### config.mk
export PLATFORM = sky130hd
export DESIGN_NAME = cache_assoc
export DESIGN_NICKNAME = d
export VERILOG_FILES = /design/src/rtl/cache_assoc.sv
export SDC_FILE = /design/constraint.sdc
export NUM_CORES = 2
export LEC_CHECK = 0
export CAP_MARGIN = 20
export CORE_MARGIN = 3
export CORE_UTILIZATION = 45
export DETAILED_ROUTE_END_ITERATION = 8
export GPL_TIMING_DRIVEN = 0
export SLEW_MARGIN = 15
export SYNTH_ARGS = -nofsm -noshare
export SYNTH_HDL_FRONTEND = slang
export SYNTH_SLANG_ARGS = --single-unit
### constraint.sdc
create_clock -name clk -period 17.12 [get_ports clk]
set_input_delay 5.136 -clock clk [delete_from_list [all_inputs] [get_ports clk]]
set_output_delay 5.136 -clock clk [all_outputs]
set_load 0.05 [all_outputs]
### src/rtl/cache_assoc.sv
// cache_assoc: write-back, write-allocate, set-associative cache (1 or 2 ways)
// between the word-addressed core port and a 128-bit block memory port.
// A miss costs one COMPARE cycle, an optional WRITEBACK of a dirty victim and
// one ALLOCATE. The request then completes as a hit on the next COMPARE cycle.
//
// Ports:
//   clk         rising-edge clock
//   proc_reset  synchronous active-high reset
//   proc_read   core read request
//   proc_write  core write request (wins when both are high)
//   proc_addr   word address {tag, index, word offset}
//   proc_wdata  core write data
//   proc_rdata  read data, valid while proc_stall is low
//   proc_stall  request not yet complete
//   mem_read    block fill request
//   mem_write   block write-back request
//   mem_addr    block address (byte address [31:4])
//   mem_wdata   victim block being written back
//   mem_rdata   fill block from memory
//   mem_ready   one-cycle completion pulse from memory
//   hit_cnt     saturating count of completed hits
//   miss_cnt    saturating count of misses
module cache_assoc #(
    parameter int WAYS  = 2,
    parameter int SETS  = 4,
    parameter int CNT_W = 16
) (
    input  logic             clk,
    input  logic             proc_reset,
    input  logic             proc_read,
    input  logic             proc_write,
    input  logic [29:0]      proc_addr,
    input  logic [31:0]      proc_wdata,
    output logic [31:0]      proc_rdata,
    output logic             proc_stall,
    output logic             mem_read,
    output logic             mem_write,
    output logic [27:0]      mem_addr,
    output logic [127:0]     mem_wdata,
    input  logic [127:0]     mem_rdata,
    input  logic             mem_ready,
    output logic [CNT_W-1:0] hit_cnt,
    output logic [CNT_W-1:0] miss_cnt
);
    localparam int IB = $clog2(SETS);
    localparam int TW = 28 - IB;

    typedef enum logic [1:0] {COMPARE, WRITEBACK, ALLOCATE} state_t;

    function automatic logic [CNT_W-1:0] sat_inc(input logic [CNT_W-1:0] v);
        return (&v) ? v : v + 1'b1;
    endfunction

    state_t          state;
    logic [SETS-1:0] valid [WAYS];
    logic [SETS-1:0] dirty [WAYS];
    logic [TW-1:0]   tags  [WAYS][SETS];
    logic [127:0]    lines [WAYS][SETS];
    logic            vict_q;

    logic [IB-1:0]   idx;
    logic [TW-1:0]   tg;
    logic [1:0]      off;
    logic            req;
    logic            hit;
    logic            hit_way;
    logic            vict;
    logic            lru_way;

    assign idx = proc_addr[IB+1:2];
    assign tg  = proc_addr[29:IB+2];
    assign off = proc_addr[1:0];
    assign req = proc_read | proc_write;

    always_comb begin
        hit     = 1'b0;
        hit_way = 1'b0;
        for (int w = 0; w < WAYS; w++) begin
            if (valid[w][idx] && tags[w][idx] == tg) begin
                hit     = 1'b1;
                hit_way = w[0];
            end
        end
    end

    // Victim: first invalid way (way 0 first), otherwise the LRU way.
    always_comb begin
        vict = 1'b0;
        if (WAYS == 2) begin
            if (!valid[0][idx])
                vict = 1'b0;
            else if (!valid[WAYS-1][idx])
                vict = 1'b1;
            else
                vict = lru_way;
        end
    end

    // One LRU bit per set, pointing at the least-recently-used way.
    generate
        if (WAYS == 2) begin : g_lru
            logic [SETS-1:0] lru;
            always_ff @(posedge clk) begin
                if (proc_reset)
                    lru <= '0;
                else if (state == COMPARE && req && hit)
                    lru[idx] <= ~hit_way;
            end
            assign lru_way = lru[idx];
        end else begin : g_no_lru
            assign lru_way = 1'b0;
        end
    endgenerate

    assign proc_stall = (state != COMPARE) || (req && !hit);
    assign proc_rdata = lines[hit_way][idx][{off, 5'b00000} +: 32];
    assign mem_wdata  = lines[vict_q][idx];
    assign mem_addr   = (state == WRITEBACK) ? {tags[vict_q][idx], idx} : proc_addr[29:2];

    // Control FSM: state, line status, counters and memory strobes.
    always_ff @(posedge clk) begin
        if (proc_reset) begin
            state     <= COMPARE;
            mem_read  <= 1'b0;
            mem_write <= 1'b0;
            hit_cnt   <= '0;
            miss_cnt  <= '0;
            for (int w = 0; w < WAYS; w++) begin
                valid[w] <= '0;
                dirty[w] <= '0;
            end
        end else begin
            case (state)
                COMPARE: begin
                    if (req) begin
                        if (hit) begin
                            hit_cnt <= sat_inc(hit_cnt);
                            if (proc_write)
                                dirty[hit_way][idx] <= 1'b1;
                        end else begin
                            miss_cnt <= sat_inc(miss_cnt);
                            vict_q   <= vict;
                            if (valid[vict][idx] && dirty[vict][idx]) begin
                                state     <= WRITEBACK;
                                mem_write <= 1'b1;
                            end else begin
                                state    <= ALLOCATE;
                                mem_read <= 1'b1;
                            end
                        end
                    end
                end
                WRITEBACK: begin
                    if (mem_ready) begin
                        state     <= ALLOCATE;
                        mem_write <= 1'b0;
                        mem_read  <= 1'b1;
                    end
                end
                ALLOCATE: begin
                    if (mem_ready) begin
                        state                <= COMPARE;
                        mem_read             <= 1'b0;
                        valid[vict_q][idx]   <= 1'b1;
                        dirty[vict_q][idx]   <= 1'b0;
                    end
                end
                default: state <= COMPARE;
            endcase
        end
    end

    // Line storage: word writes on a write hit, whole-block fills on allocate.
    always_ff @(posedge clk) begin
        if (state == COMPARE && req && hit && proc_write)
            lines[hit_way][idx][{off, 5'b00000} +: 32] <= proc_wdata;
        if (state == ALLOCATE && mem_ready) begin
            lines[vict_q][idx] <= mem_rdata;
            tags[vict_q][idx]  <= tg;
        end
    end

endmodule
==> impl_metrics.yaml <==
critical_path:
  worstPathCellList: "clkdlybuf4s50_1 -> buf_2 -> buf_2 -> buf_4 -> clkbuf_1 -> clkbuf_1 -> clkbuf_1 -> mux4_2 -> mux4_2 -> nand2_1 -> nand2_1 -> clkdlybuf4s50_1"
  cpMostUsedCell: "clkbuf_1"
  r2r-start: "state[0]"
  path_buf_inv: 8
  r2r_end: "lines[1][177]"
  worstPathRequired_ps: 11980
  cp_slowest_stage_delay_ps: 940
  critPathArrivalTime_ps: 11140
  worstPathMaxFanout: 10
  startpoint_type: "primary input"
  path_depth: 12
  reg2reg_depth: 9
  path_delay_family: "buffers and inverters"
  r2r_slack_ps: 11730
  end_kind: "output port"
  endpoint: "proc_rdata[7]"
  critPathSlowestCell: "clkbuf_1"
  cp-startpoint: "proc_addr[3]"
  criticalPathCategory: "primary input to output port"
logic_synthesis:
  synth_edf_count: 1241
  ys_top_cells_by_count: "edfxtp_1 (1241), mux4_2 (619), clkbuf_1 (159)"
  seq_area_frac_synth: 0.641
  synth_fp_nets: 3251
  yosysTopAreaCell: "edfxtp_1"
  synth_area_um2: 59600
  synth_seq_cells: 1290
  synth_area_leaders: "edfxtp_1 (62%), mux4_2 (23%), mux2_2 (2.7%)"
  yosysMostFrequentCell: "edfxtp_1"
  syn_inst: 3049
  synthFlopType: "edfxtp_1"
  syn_area_per_cell_um2: 19.6
  synthArstFlopShare: 0
  synth_warnings: 0
  yosys.area.top_type_share: 0.625
  ys_types: 57
detailed_routing:
  dr.max_layer_used: "met5"
  wl_per_cell_um: 40.5
  viasPerCell: 6.81
  drc: 0
  drt_iter0_markers: 5754
  wl_met2_mm: 102
  ant_nets: 0
  drtPass1Iterations: 8
  wl_met3_mm: 32.1
  vias: 37800
  drt-met1-wl_mm: 80.2
  routed_wl_mm: 225
floorplanning:
  die_y_um: 370
  rows: 132
  dieArea_um2: 137000
  start_util: 0.457
  ios: 418
  core_area_um2: 130000
  die-width_um: 370
timing:
  final.min_clock_period_ps: 16270
  slew_headroom: 0.166
  timing.final.ws_setup_ps: 849
  slew_viol_final: 0
  skew_ps: 32.0
  final-setup-viol-count: 0
  fmax_mhz: 61.5
  hold_violations: 0
  finalCritPeriodShare: 0.950
  fin_tns_setup_ps: 0
  grt_setup_unrepaired: "no"
  worstMarginPinSlew_ps: 1250
global_routing:
  grt_pass1_wl_mm: 304
  grt_max_degree: 20
  track_usage: 0.328
  gr-total-overflow: 0
  antenna_found_initial: 28
  grt_pass1_vias: 37100
cells_and_area:
  n_fill_cell: 9947
  drive_above_1_share: 0.309
  instances_no_fill: 5557
  seq_area_um2: 38200
  multi_input_area_um2: 20700
  utilization: 0.556
  fin_nets: 3886
  area_growth_pct: 21.5
clocking:
  cts_resized: 0
  cts_max_level: 4
  cts_tree: "yes"
  clock_path_buffers: 3
  cts_setup_buffers: 0
  cts_hold_buf: 0
  cts.clk_slew.worst_paths_ps: 50
  cts.sink_count: 1290
  clk_latency_ps: 800
  cts_root_buf: "clkbuf_16"
  numCtsBuffers: 142
job:
  cap_violations: 0
place:
  dp_hpwl_mm: 163
  dp_slack_ps: 977
  port_buffers: 415
  gp_congestion: 1.02
  dp_cells: 5280
power:
  p_total_uw: 7670
  p_leak_uw: 0.0233
  ir_drop_mv: 0.0903
  p_per_area_nw_per_um2: 106
worst_hold_path:
  hp-start: "hit_cnt[4]"
  hp-class: "flop to flop"
outcome:
  status: "complete, no violations"
## worst min-delay path by stage
stage | end | slack [ps] | depth (start not counted)
2_1_floorplan | valid[1][2] | 460 | 2
3_3_place_gp | miss_cnt[10] | 480 | 2
3_5_place_dp | valid[1][0] | 490 | 2
4_1_cts | hit_cnt[4] | 510 | 2
5_1_grt | hit_cnt[4] | 520 | 2
6_report | hit_cnt[4] | 500 | 2
## cells by family after synthesis
kind of cell	count (synthesis)	share of synthesized area
AND/OR/NAND/NOR	371	0.0285
multiplexers	818	0.270
AO/OA/AOI/OAI	275	0.0342
buffers and inverters	242	0.0176
adder cells (fa/ha/maj)	7	0.00147
flip-flops	1290	0.641
XOR/XNOR	46	0.00676
## worst register-to-register path: stages, from the launching register on
cell      delay, ps
dfxtp_1         300
clkbuf_1        210
nor3b_2         750
clkbuf_1        990
nand2_1         600
o21ai_0         580
nand2_1         580
nor2_4          640
buf_16          250
buf_16          170
## report_power, final
part	internal, uW	leakage [uW]	switching [uW]	total [uW]
clock network	1780	0.00225	1280	3060
logic	381	0.00922	707	1090
registers	3510	0.0118	14.2	3530
total	5670	0.0233	2000	7670
## stage by stage
stage | hold WS (ps) | instance area, um2
2_1_floorplan | 458 | 59600
3_3_place_gp | 484 | 66000
3_5_place_dp | 491 | 67800
4_1_cts | 507 | 72400
5_1_grt | 523 | 72400
6_report | 501 | 72500
## layout make-up
type | instances | share of cell area
Sequential cell | 1290 | 0.528
Tap cell | 1742 | 0.0301
Multi-Input combinational cell | 1517 | 0.285
Clock inverter | 78 | 0.0109
Inverter | 11 | 0.000570
Timing Repair Buffer | 491 | 0.0782
Antenna cell | 16 | 0.000552
Buffer | 231 | 0.0143
Clock buffer | 181 | 0.0525
## routing by layer
metal  track usage  vias to the layer above
met5             0                        -
met4         0.147                       10
met3         0.121                      427
met2         0.487                     3005
met1         0.434                    20000
li1              -                    14400
## layout by cell type (no fill, tap or decap), types with 12 or more instances in the layout
master / netlist / final
mux2i_1: 57 / 57
buf_4: 10 / 21
clkinv_2: 0 / 24
diode_2: 0 / 16
buf_16: 0 / 33
a22o_1: 129 / 129
bufinv_16: 0 / 13
nand3_1: 17 / 17
buf_1: 14 / 12
a21oi_1: 39 / 39
o31ai_1: 13 / 13
xnor2_1: 41 / 41
clkinv_1: 0 / 26
clkbuf_1: 159 / 170
and3_1: 13 / 13
clkdlybuf4s50_1: 0 / 415
buf_2: 41 / 44
buf_12: 0 / 18
dfxtp_1: 49 / 49
buf_6: 7 / 17
or4_1: 14 / 14
clkbuf_2: 0 / 22
nor2_1: 91 / 55
edfxtp_1: 1241 / 1241
mux4_2: 619 / 619
mux2_2: 141 / 141
nand4_1: 19 / 19
nor2_4: 0 / 36
nand2_1: 157 / 157
o21ai_0: 40 / 40
nor2b_1: 15 / 15
clkbuf_16: 0 / 146
## state kept, by name (all words and copies together), names as in the netlist, named ones only
name and flops:
miss_cnt 16, g_lru.lru 4, hit_cnt 16, dirty 8
valid 8, mem_write 1, mem_read 1, state 2
tags 208, lines 1024, vict_q 1
No activity file was read; power rests on OpenSTA's default activity.
